<file path="src/rtl/rom_arb_pkg.sv">
// Shared ROM geometry and the in-flight owner encoding for the program ROM arbiter.
package rom_arb_pkg;

  localparam int ROM_ADDR_W = 15;
  localparam int ROM_DATA_W = 8;

  typedef enum logic [1:0] {
    OWN_NONE = 2'd0,
    OWN_CPU  = 2'd1,
    OWN_AUX  = 2'd2
  } owner_e;

endpackage

</file>
<file path="src/rtl/rom_arb_age_counter.sv">
// Saturating up-counter with synchronous clear; tracks how long aux has been refused.
module rom_arb_age_counter #(
  parameter  int MAX = 4,
  localparam int W   = $clog2(MAX + 1)
) (
  input  logic         clk_i,
  input  logic         rst_i,
  input  logic         inc_i,
  input  logic         clr_i,
  output logic [W-1:0] count_o
);

  logic [W-1:0] count_q, count_d;

  always_comb begin
    count_d = count_q;
    if (clr_i) begin
      count_d = '0;
    end else if (inc_i && (count_q != W'(MAX))) begin
      count_d = count_q + 1'b1;
    end
  end

  always_ff @(posedge clk_i) begin
    if (rst_i) count_q <= '0;
    else       count_q <= count_d;
  end

  assign count_o = count_q;

endmodule

</file>
<file path="src/rtl/rom_arbiter.sv">
// Two-port arbiter in front of the registered program ROM: CPU has priority,
// aux is forced through once it has been refused MAX_WAIT consecutive cycles.
module rom_arbiter
  import rom_arb_pkg::*;
#(
  parameter int ADDR_W   = ROM_ADDR_W,
  parameter int DATA_W   = ROM_DATA_W,
  parameter int MAX_WAIT = 4
) (
  input  logic              clk,
  input  logic              rst,
  input  logic              cpu_req,
  input  logic [ADDR_W-1:0] cpu_addr,
  output logic              cpu_gnt,
  output logic              cpu_rvalid,
  output logic [DATA_W-1:0] cpu_rdata,
  input  logic              aux_req,
  input  logic [ADDR_W-1:0] aux_addr,
  output logic              aux_gnt,
  output logic              aux_rvalid,
  output logic [DATA_W-1:0] aux_rdata,
  output logic [ADDR_W-1:0] rom_addr,
  input  logic [DATA_W-1:0] rom_data
);

  localparam int AGE_W = $clog2(MAX_WAIT + 1);

  logic [AGE_W-1:0]  aux_age;
  logic              aux_force;
  owner_e            owner_q, owner_d;
  logic [ADDR_W-1:0] last_addr_q;
  logic [DATA_W-1:0] cpu_rdata_q, aux_rdata_q;

  rom_arb_age_counter #(.MAX(MAX_WAIT)) u_age (
    .clk_i   (clk),
    .rst_i   (rst),
    .inc_i   (aux_req && !aux_gnt),
    .clr_i   (aux_gnt || !aux_req),
    .count_o (aux_age)
  );

  assign aux_force = (aux_age == AGE_W'(MAX_WAIT));

  always_comb begin
    cpu_gnt = 1'b0;
    aux_gnt = 1'b0;
    if (!rst) begin
      if (cpu_req && aux_req) begin
        aux_gnt = aux_force;
        cpu_gnt = !aux_force;
      end else begin
        cpu_gnt = cpu_req;
        aux_gnt = aux_req;
      end
    end
  end

  // Idle cycles keep the last address on the ROM to avoid needless output toggling.
  always_comb begin
    rom_addr = last_addr_q;
    owner_d  = OWN_NONE;
    if (cpu_gnt) begin
      rom_addr = cpu_addr;
      owner_d  = OWN_CPU;
    end else if (aux_gnt) begin
      rom_addr = aux_addr;
      owner_d  = OWN_AUX;
    end
  end

  always_ff @(posedge clk) begin
    if (rst) begin
      owner_q     <= OWN_NONE;
      last_addr_q <= '0;
    end else begin
      owner_q     <= owner_d;
      last_addr_q <= rom_addr;
    end
  end

  assign cpu_rvalid = (owner_q == OWN_CPU) && !rst;
  assign aux_rvalid = (owner_q == OWN_AUX) && !rst;

  always_ff @(posedge clk) begin
    if (rst) begin
      cpu_rdata_q <= '0;
      aux_rdata_q <= '0;
    end else begin
      if (cpu_rvalid) cpu_rdata_q <= rom_data;
      if (aux_rvalid) aux_rdata_q <= rom_data;
    end
  end

  // The byte is visible in its valid cycle straight from the ROM, then held.
  assign cpu_rdata = cpu_rvalid ? rom_data : cpu_rdata_q;
  assign aux_rdata = aux_rvalid ? rom_data : aux_rdata_q;

endmodule

</file>
<file path="config.mk">
export PLATFORM = sky130hd
export DESIGN_NAME = rom_arbiter
export DESIGN_NICKNAME = d
export VERILOG_FILES = /design/src/rtl/rom_arb_pkg.sv /design/src/rtl/rom_arb_age_counter.sv /design/src/rtl/rom_arbiter.sv
export SDC_FILE = /design/constraint.sdc
export NUM_CORES = 1
export LEC_CHECK = 0
export ABC_AREA = 1
export BUFFER_PORTS_ARGS = -buffer_cell sky130_fd_sc_hd__buf_2
export CORE_MARGIN = 5
export CORE_UTILIZATION = 40
export CTS_BUF_LIST = sky130_fd_sc_hd__clkbuf_4 sky130_fd_sc_hd__clkbuf_8 sky130_fd_sc_hd__clkbuf_16
export CTS_CLUSTER_SIZE = 10
export DETAILED_ROUTE_END_ITERATION = 8
export PLACE_DENSITY = 0.72
export SLEW_MARGIN = 5
export SYNTH_ARGS = -nofsm -noshare
export SYNTH_HDL_FRONTEND = slang
export SYNTH_SLANG_ARGS = --single-unit
</file>
<file path="constraint.sdc">
create_clock -name clk -period 1.6 [get_ports clk]
set_input_delay 0 -clock clk [delete_from_list [all_inputs] [get_ports clk]]
set_output_delay 0 -clock clk [all_outputs]
set_load 0.05 [all_outputs]
</file>
==> results of run 1 <==
[sequential cells by signal, indices dropped and copies added, names as in the netlist]
signal         cells
last_addr_q       15
aux_rdata_q        8
cpu_rdata_q        8
u_age.count_o      3
owner_q            2
[how the worst max path moves through the flow]
stage / cells past startpoint / endpoint / start / slack, ns
after global routing: 9 / rom_addr[5] / u_age.count_o[0] / -0.19
after floorplan: 5 / aux_rdata[0] / owner_q[0] / -0.10
after CTS: 9 / rom_addr[13] / u_age.count_o[0] / -0.08
after global placement: 10 / rom_addr[10] / u_age.count_o[0] / 0.10
final: 9 / rom_addr[5] / u_age.count_o[0] / -0.16
after detailed placement: 10 / rom_addr[13] / u_age.count_o[0] / 0.05
[cell usage after synthesis, types with 4 or more instances]
library cell  number
inv_1             65
nor2_1            27
buf_6              4
or2_0              8
nand3_1           32
a211oi_1           7
or2_1              5
o21ai_1            4
dfxtp_1           36
a21oi_1            9
o21ai_0            4
nand2_1           48
[cell families after synthesis]
kind of cell    after synthesis
simple gates                131
buf+inv                      80
flops                        36
compound gates               27
fa+ha+maj                     2
[layer usage]
layer,share of wire,track usage,vias to the layer above
li1,-,-,1081
met3,0.044,0.0476,24
met5,0,0,-
met1,0.39,0.244,1058
met4,0.043,0.0962,0
met2,0.52,0.379,78
[per-stage QoR]
step / cell area, sq um / std cells
4_1_cts: 3060 / 448
3_3_place_gp: 2320 / 401
3_5_place_dp: 2320 / 401
6_report: 3220 / 453
2_1_floorplan: 1890 / 276
5_1_grt: 3220 / 453
[area by class of cell]
type,count,area [sq um],share of cell area
inverters,68,260,0.0807
flip-flops and latches,36,723,0.224
clock buffers,7,96.3,0.0299
well taps,54,67.6,0.0210
clock inverters,1,30.0,0.00931
multi-input cells,160,1050,0.326
repair buffers,127,996,0.309
[cells in the final DEF, fill, tap and decap left out, drive strengths merged]
cell,n
nand4,1
o2111ai,1
buf,116
a211oi,8
nand2,52
inv,68
a21oi,9
nand3,34
nor2,29
o211ai,1
bufinv,1
clkbuf,11
ha,2
dlygate4sd3,7
or2,15
o21ai,8
dfxtp,36
[power breakdown]
part	total (mW)	internal, mW	switching [mW]
logic	0.988	0.398	0.591
registers	0.961	0.945	0.0161
clock network	0.879	0.550	0.329
[critical path, delay by kind of cell (launching register included)]
kind / cells / cell delay [ns]
DFF: 1 / 0.35
adders and majority gates: 1 / 0.17
and+or+nand+nor: 4 / 0.51
buffers and inverters: 4 / 0.43
[repair_timing]
action                                 4_1_cts  5_1_grt
setup endpoints to repair                   15       31
endpoints found under the hold margin        8        0
setup buffers                               29        7
gates resized for setup                     72       58
gates cloned                                 3        1
hold buffers                                 7        0
pin swaps                                   19       17
==> impl_metrics.csv, run 1 <==
group,metric,value,unit
clocking,cts_buffer_depth,2,
routing,dr.first_iter.drc_count,141,
power,power,2.83,mW
floorplanning,num_rows,25,
critical_path,start_kind,"register",
clocking,htreeDepth,2,
routing,routed_wl,6780,microns
yosys,synth-compound-area-share,0.0880,
yosys,synth_top_family_by_area,"simple AND/OR/NAND/NOR gates",
routing,post-route-drc-count,0,
final_layout,nets,442,
floorplanning,ios,77,
critical_path,ff2ff_setup_slack,-0.08,ns
clocking,numCtsBuffers,5,
sta,hold_viol,0,
critical_path,cp_slowest_stage_delay,0.35,ns
floorplanning,core,0.00466,sq mm
place,place_ws,0.0546,ns
final_layout,diodes,0,
sta,fmax,567,MHz
yosys,yosysTopAreaCellShare,0.381,
final_layout,drive_gt1_frac,0.486,
sta,clock_skew,0.00728,ns
yosys,netlist-cell-type-count,29,
floorplanning,die_w,78.8,microns
critical_path,rr_worst_depth,11,
sta,fin_crit_sh,1.10,
floorplanning,initial_utilization,0.406,
run_status,status,"finished, violations left",
routing,detail_route.wl_per_cell,15.0,microns
floorplanning,die_area,0.00620,sq mm
critical_path,critPathArrivalTime,1.76,ns
flow_run,max-cap-violations,0,
critical_path,cp_cell_sequence,"inv_2 -> ha_4 -> nand3_4 -> nand2_8 -> buf_16 -> or2_1 -> nand2_1 -> inv_1 -> buf_6",
routing,vias,2241,
place,portBuffers,76,
clocking,clkTransAtPathRegs,0.07,ns
global_routing,grt_pass1_vias,2278,
yosys,syn_inst,276,
yosys,synthSimpleGateAreaFrac,0.337,
yosys,synth_fa_ha_area_frac,0.0132,
sta,relSlewSlack,0.799,
sta,period_needed,1.76,ns
clocking,clock_sinks,36,
yosys,synth_top_area_cell,"dfxtp_1",
routing,drt-pass1-iter-count,4,
sta,fin_tns_setup,-1.87,ns
final_layout,syn2layout_area_growth,70.4,%
worst_hold_path,hold_class,"in2reg",
yosys,ys.flop_type,"dfxtp_1",
global_routing,grt_max_degree,20,
yosys,avgSynthCellArea,6.85,sq um
yosys,netlist_area,0.00189,sq mm
critical_path,required,1.60,ns
clocking,cts_tree,"done",
run_status,violations,"setup timing",
power,p_leak,1.77,nW
yosys,ys_seq_elements,36,
sta,setup_ws,-0.163,ns
power,vdd.ir_drop.worst,0.528,mV
sta,setup_viol,20,
place,gp_congestion,0.804,
global_routing,grt_pass1_wl,10500,microns
clocking,clkLatencyLatePin,0.29,ns
global_routing,gr-total-overflow,0,
yosys,muxShareOfSynthArea,0,
routing,vias_per_cell,4.95,
critical_path,cp-end-kind,"output port",
critical_path,slowest_stage,"dfxtp_2",
sta,slew_violations,0,
clocking,root_buffer,"clkbuf_8",
power,p_per_area,877,mW/mm^2
yosys,syn-num-nets,320,
final_layout,fillers,325,
floorplanning,die_h,78.8,microns
worst_hold_path,hold_path_depth,3,
global_routing,grt.total_usage,0.214,
yosys,synth_edf_count,0,
worst_hold_path,worstHoldStart,"aux_req",
critical_path,r2r-end,"last_addr_q[2]",
final_layout,post-route-util,0.692,
yosys,synth_xor_area_frac,0,
sta,grt_setup_unrepaired,"true",
worst_hold_path,worstHoldEndpoint,"u_age.count_o[2]",
yosys,yosysWarnings,0,
global_routing,antenna_found_initial,0,
sta,whs,0.0362,ns
critical_path,worst-path-max-fanout,5,
critical_path,r2r-start,"u_age.count_o[0]",
critical_path,path_class,"reg2out",
place,dpl.hpwl,3280,microns
routing,final_antenna_net_count,0,
yosys,ys_seq_area_frac,0.381,
sta,tightestPinTransition,0.302,ns
yosys,synth_area_leaders,"dfxtp_1 38%, inv_1 13%, nand2_1 9.5%",
yosys,async_flop_share,0,
No activity file was read; power rests on OpenSTA's default activity.
==> run 2, diff against run 1 <==
==> constraint.sdc (replaced) <==
create_clock -name clk -period 2.3 [get_ports clk]
set_input_delay 0 -clock clk [delete_from_list [all_inputs] [get_ports clk]]
set_output_delay 0 -clock clk [all_outputs]
set_load 0.05 [all_outputs]
==> run 2 against run 1 <==
Against the previous run:
- the flow now finishes without violations
- clock power decreased by 46%
- flip-flop and latch count did not move
- count of clock-buffer cells in the layout is the same
- first-iteration DRC count is 38% lower
- register-to-register slack improved by 0.70 ns
- combinational power decreased by 55%
==> impl_metrics.csv, run 2 (synthesized netlist as in run 1, its figures left out) <==
group,metric,value,unit
final_layout,diodes,0,
global_routing,gr-total-overflow,0,
floorplanning,ios,77,
final_layout,largest_reg_flops,15,
critical_path,cp-end-kind,"output port",
sta,clock_skew,0.00630,ns
sta,relSlewSlack,0.671,
power,internal_power,1.03,mW
global_routing,grt_pass1_vias,1727,
global_routing,antenna_found_initial,0,
floorplanning,num_rows,25,
worst_hold_path,hold_class,"in2reg",
clocking,clkTransAtPathRegs,0.07,ns
worst_hold_path,worstHoldStart,"aux_req",
worst_hold_path,hold_path_depth,3,
final_layout,finish.instance_area,0.00243,sq mm
final_layout,final_common_cell,"buf_2",
worst_hold_path,worstHoldEndpoint,"u_age.count_o[2]",
global_routing,grt_pass1_wl,7340,microns
clocking,clock_sinks,36,
routing,final_antenna_net_count,0,
critical_path,path_class,"reg2out",
critical_path,critPathArrivalTime,2.08,ns
place,place_area,0.00226,sq mm
power,p_leak,1.44,nW
power,p_per_area,654,mW/mm^2
sta,fin_tns_setup,0,ns
global_routing,grt_max_degree,33,
clocking,numCtsBuffers,5,
critical_path,required,2.30,ns
power,pwr-share-clk,0.300,
sta,whs,0.00928,ns
sta,fmax,480,MHz
sta,setup_viol,0,
floorplanning,die_h,78.8,microns
run_status,status,"complete, no violations",
place,dpl.hpwl,3160,microns
power,p_sw,0.556,mW
critical_path,worst-path-max-fanout,19,
critical_path,ff2ff_setup_slack,0.62,ns
routing,vias_per_cell,4.60,
power,p_comb_frac,0.281,
sta,period_needed,2.08,ns
floorplanning,die_w,78.8,microns
routing,post-route-drc-count,0,
place,portBuffers,76,
clocking,htreeDepth,2,
critical_path,r2r-start,"u_age.count_o[0]",
critical_path,rr_worst_depth,7,
power,vdd.ir_drop.worst,0.366,mV
final_layout,multi_input_area,830,sq um
floorplanning,die_area,0.00620,sq mm
final_layout,top_regs,"last_addr_q x15, aux_rdata_q x8, cpu_rdata_q x8",
floorplanning,initial_utilization,0.406,
clocking,cts_buffer_depth,2,
routing,dr.first_iter.drc_count,87,
clocking,cts_tree,"done",
final_layout,fillers,454,
clocking,clkLatencyLatePin,0.29,ns
sta,hold_viol,0,
routing,detail_route.wl_per_cell,10.6,microns
floorplanning,core,0.00466,sq mm
flow_run,max-cap-violations,0,
critical_path,start_kind,"register",
final_layout,syn2layout_area_growth,28.5,%
sta,tightestPinTransition,0.492,ns
global_routing,grt.total_usage,0.147,
clocking,root_buffer,"clkbuf_8",
final_layout,top_register,"last_addr_q",
sta,fin_crit_sh,0.906,
routing,vias,1888,
power,power,1.59,mW
place,gp_congestion,0.796,
power,seqPwrFrac,0.419,
routing,drt-pass1-iter-count,5,
final_layout,nets,399,
final_layout,final_cell_mix,"76 x buf_2, 65 x inv_1, 48 x nand2_1",
critical_path,r2r-end,"last_addr_q[14]",
final_layout,seq_area,721,sq um
sta,grt_setup_unrepaired,"false",
power,p_sw_frac,0.350,
sta,slew_violations,0,
routing,routed_wl,4350,microns
final_layout,drive_gt1_frac,0.278,
-- run 2: what timing repair did --
item | in CTS | in global routing
setup buffers | 0 | 0
endpoints found under the hold margin | 8 | 0
hold buffers | 7 | 0
resized for setup | 0 | 0
-- run 2: worst max path at each step --
| stage | from | to | slack (ns) |
|---|---|---|---|
| 2_1_floorplan | owner_q[0] | aux_rdata[0] | 0.60 |
| 3_3_place_gp | u_age.count_o[0] | rom_addr[6] | 0.55 |
| 3_5_place_dp | u_age.count_o[0] | rom_addr[6] | 0.51 |
| 4_1_cts | u_age.count_o[0] | rom_addr[6] | 0.20 |
| 5_1_grt | u_age.count_o[0] | rom_addr[13] | 0.01 |
| 6_report | u_age.count_o[0] | rom_addr[13] | 0.22 |
-- run 2: area by class of cell --
cell class                 instances  area share
multi-input combinational        160       0.341
tap                               54      0.0278
inverter                          68       0.106
sequential                        36       0.296
timing repair buffer              84       0.188
clock inverter                     1     0.00309
clock buffer                       7      0.0371
-- run 2: stage by stage --
step                utilization  worst slack, ns  std cells
finish                    0.522            0.216        410
global route              0.522           0.0138        410
CTS                       0.522            0.200        410
detailed placement        0.486            0.509        395
global placement          0.486            0.550        395
floorplan                     -            0.599        276
-- run 2: routing by layer --
metal | vias up | track usage | share of wire | wire length (microns)
met4 | 0 | 0.0524 | 0.015 | 65
met2 | 42 | 0.261 | 0.51 | 2200
met3 | 5 | 0.0329 | 0.042 | 182
li1 | 991 | - | - | -
met1 | 850 | 0.173 | 0.44 | 1900
met5 | - | 0 | 0 | 0
-- run 2: power by group through the flow --
stage	Clock, mW	Combinational [mW]	Sequential, mW
after floorplan	0	0.337	0.679
after global placement	0	0.436	0.680
after detailed placement	0	0.438	0.681
after CTS	0.489	0.449	0.667
after global routing	0.517	0.487	0.670
final	0.477	0.446	0.667
-- run 2: critical path: stages (launching register included) --
cell     delay, ns
dfxtp_1       0.35
inv_1         0.07
ha_1          0.22
nand2_2       0.11
nand2_2       0.21
nand2_4       0.27
nand2_1       0.08
nand3_1       0.07
nand2_1       0.08
inv_1         0.07
buf_2         0.26
==> run 3, diff against run 2 <==
--- a/config.mk
+++ b/config.mk
@@ -8,11 +8,11 @@
 export ABC_AREA = 1
 export BUFFER_PORTS_ARGS = -buffer_cell sky130_fd_sc_hd__buf_2
 export CORE_MARGIN = 5
-export CORE_UTILIZATION = 40
+export CORE_UTILIZATION = 30
 export CTS_BUF_LIST = sky130_fd_sc_hd__clkbuf_4 sky130_fd_sc_hd__clkbuf_8 sky130_fd_sc_hd__clkbuf_16
 export CTS_CLUSTER_SIZE = 10
 export DETAILED_ROUTE_END_ITERATION = 8
-export PLACE_DENSITY = 0.72
+export PLACE_DENSITY = 0.58
 export SLEW_MARGIN = 5
 export SYNTH_ARGS = -nofsm -noshare
 export SYNTH_HDL_FRONTEND = slang
==> run 3 against run 2 <==
Against the previous run:
- total power increased by 0.31%
- register-to-register slack worse by 0.03 ns
- routed wire length up 6.4%
- clock power increased by 1%
- clock skew grew 0.0013 ns
- core utilization fell by 13 points
- final area increased by 1.5%
- sequential power is essentially flat
- critical endpoint is now rom_addr[14]
- global-route usage fell by 2.9 points
- die area up 29%
==> impl_metrics.csv, run 3 (synthesized netlist as in run 1, its figures left out) <==
group,metric,value,unit
critical_path,start_kind,"register",
sta,setup_viol,0,
routing,vias,1825,
place,gp_congestion,0.699,
place,dpl.hpwl,3360,microns
final_layout,final_common_cell,"buf_2",
clocking,post-cts-setup-buffers,0,
floorplanning,num_rows,29,
final_layout,top_register,"last_addr_q",
sta,setup_ws,0.230,ns
sta,hold_viol,0,
final_layout,largest_reg_flops,15,
sta,clock_skew,0.00756,ns
routing,drt-pass1-iter-count,4,
floorplanning,die_area,0.00799,sq mm
final_layout,diodes,0,
global_routing,grt_pass1_vias,1693,
place,portBuffers,76,
routing,post-route-drc-count,0,
final_layout,drive_gt1_frac,0.275,
worst_hold_path,hold_class,"in2reg",
power,vdd.ir_drop.worst,0.348,mV
global_routing,antenna_found_initial,0,
final_layout,fillers,687,
final_layout,final_cell_mix,"76 x buf_2, 65 x inv_1, 48 x nand2_1",
routing,routed_wl,4630,microns
final_layout,syn2layout_area_growth,30.5,%
clocking,cts_tree,"done",
critical_path,cp_slowest_stage_delay,0.42,ns
global_routing,grt_pass1_wl,7310,microns
global_routing,gr-total-overflow,0,
flow_run,max-cap-violations,0,
critical_path,required,2.30,ns
clocking,clock_sinks,36,
critical_path,path_delay_family,"simple AND/OR/NAND/NOR gates",
clocking,htreeDepth,2,
power,p_per_area,646,mW/mm^2
routing,final_antenna_net_count,0,
critical_path,path_class,"reg2out",
final_layout,post-route-util,0.396,
clocking,numCtsBuffers,5,
global_routing,grt_max_degree,33,
routing,detail_route.wl_per_cell,10.7,microns
critical_path,cp-end-kind,"output port",
critical_path,crit_top_cell,"inv_1",
sta,fmax,483,MHz
routing,dr.first_iter.drc_count,38,
sta,slew_violations,0,
clocking,hold_buffers,8,
final_layout,top_regs,"last_addr_q x15, aux_rdata_q x8, cpu_rdata_q x8",
floorplanning,die_h,89.4,microns
run_status,status,"complete, no violations",
critical_path,cp_cell_sequence,"inv_1 -> ha_1 -> nand3_1 -> nand2_2 -> or2_2 -> nand2_1 -> inv_1 -> buf_2",
floorplanning,core,0.00624,sq mm
power,p_leak,1.44,nW
sta,fin_crit_sh,0.900,
critical_path,slowest_stage,"or2_2",
critical_path,cp_num_buf_inv,3,
clocking,clkTransAtPathRegs,0.07,ns
floorplanning,ios,77,
clocking,cts_buffer_depth,2,
critical_path,worst-path-max-fanout,32,
place,place_ws,0.518,ns
critical_path,critPathArrivalTime,2.07,ns
sta,grt_setup_unrepaired,"false",
sta,tightestPinTransition,0.520,ns
routing,vias_per_cell,4.21,
sta,fin_tns_setup,0,ns
clocking,clkLatencyLatePin,0.28,ns
sta,relSlewSlack,0.652,
clocking,cts_resized,0,
clocking,root_buffer,"clkbuf_8",
global_routing,grt.total_usage,0.118,
floorplanning,die_w,89.4,microns
sta,period_needed,2.07,ns
floorplanning,initial_utilization,0.303,
final_layout,nets,400,
==> run 3: area by class of cell <==
cell class	count	area, sq um	area share
well taps	77	96.3	0.0390
multi-input cells	160	830	0.336
flip-flops and latches	36	721	0.292
clock buffers	7	96.3	0.0390
inverters	68	258	0.104
repair buffers	85	468	0.190
==> run 3: worst register-to-register path, delay by kind of cell (launching register included) <==
kind | cells | cell delay [ns]
DFF | 1 | 0.36
and+or+nand+nor | 5 | 0.96
buffers and inverters | 1 | 0.07
adders and majority gates | 1 | 0.21
==> run 3: worst paths after layout <==
check,from,to,slack [ns],depth (start not counted)
setup reg to reg,u_age.count_o[0],last_addr_q[14],0.59,7
hold / removal,aux_req,u_age.count_o[2],0.03,3
hold reg to reg,u_age.count_o[0],u_age.count_o[0],0.50,2
setup / recovery,u_age.count_o[0],rom_addr[14],0.23,8
==> run 3: routing by layer <==
layer  vias to the layer above  routed length, microns  share of wire  global-route usage
met5                         -                       0              0                   0
met4                         0                      57          0.012              0.0447
met3                         5                     366          0.079              0.0359
met2                        60                    2100           0.45               0.202
met1                       767                    2100           0.45               0.138
li1                        993                       -              -                   -
==> run 3: through the flow <==
step,power (mW),cells,instance area (sq um),hold slack (ns)
after floorplan,1.02,276,1890,0.152
after global placement,1.12,418,2290,0.278
after detailed placement,1.12,418,2290,0.283
after CTS,1.62,433,2470,0.0205
after global routing,1.69,433,2470,0.0377
final,1.59,433,2470,0.0310
==> run 3: report_power, final <==
part	leakage, nW	switching (mW)	internal [mW]
Combinational	1.10	0.324	0.123
Clock	0.0503	0.215	0.267
Sequential	0.295	0.00903	0.657
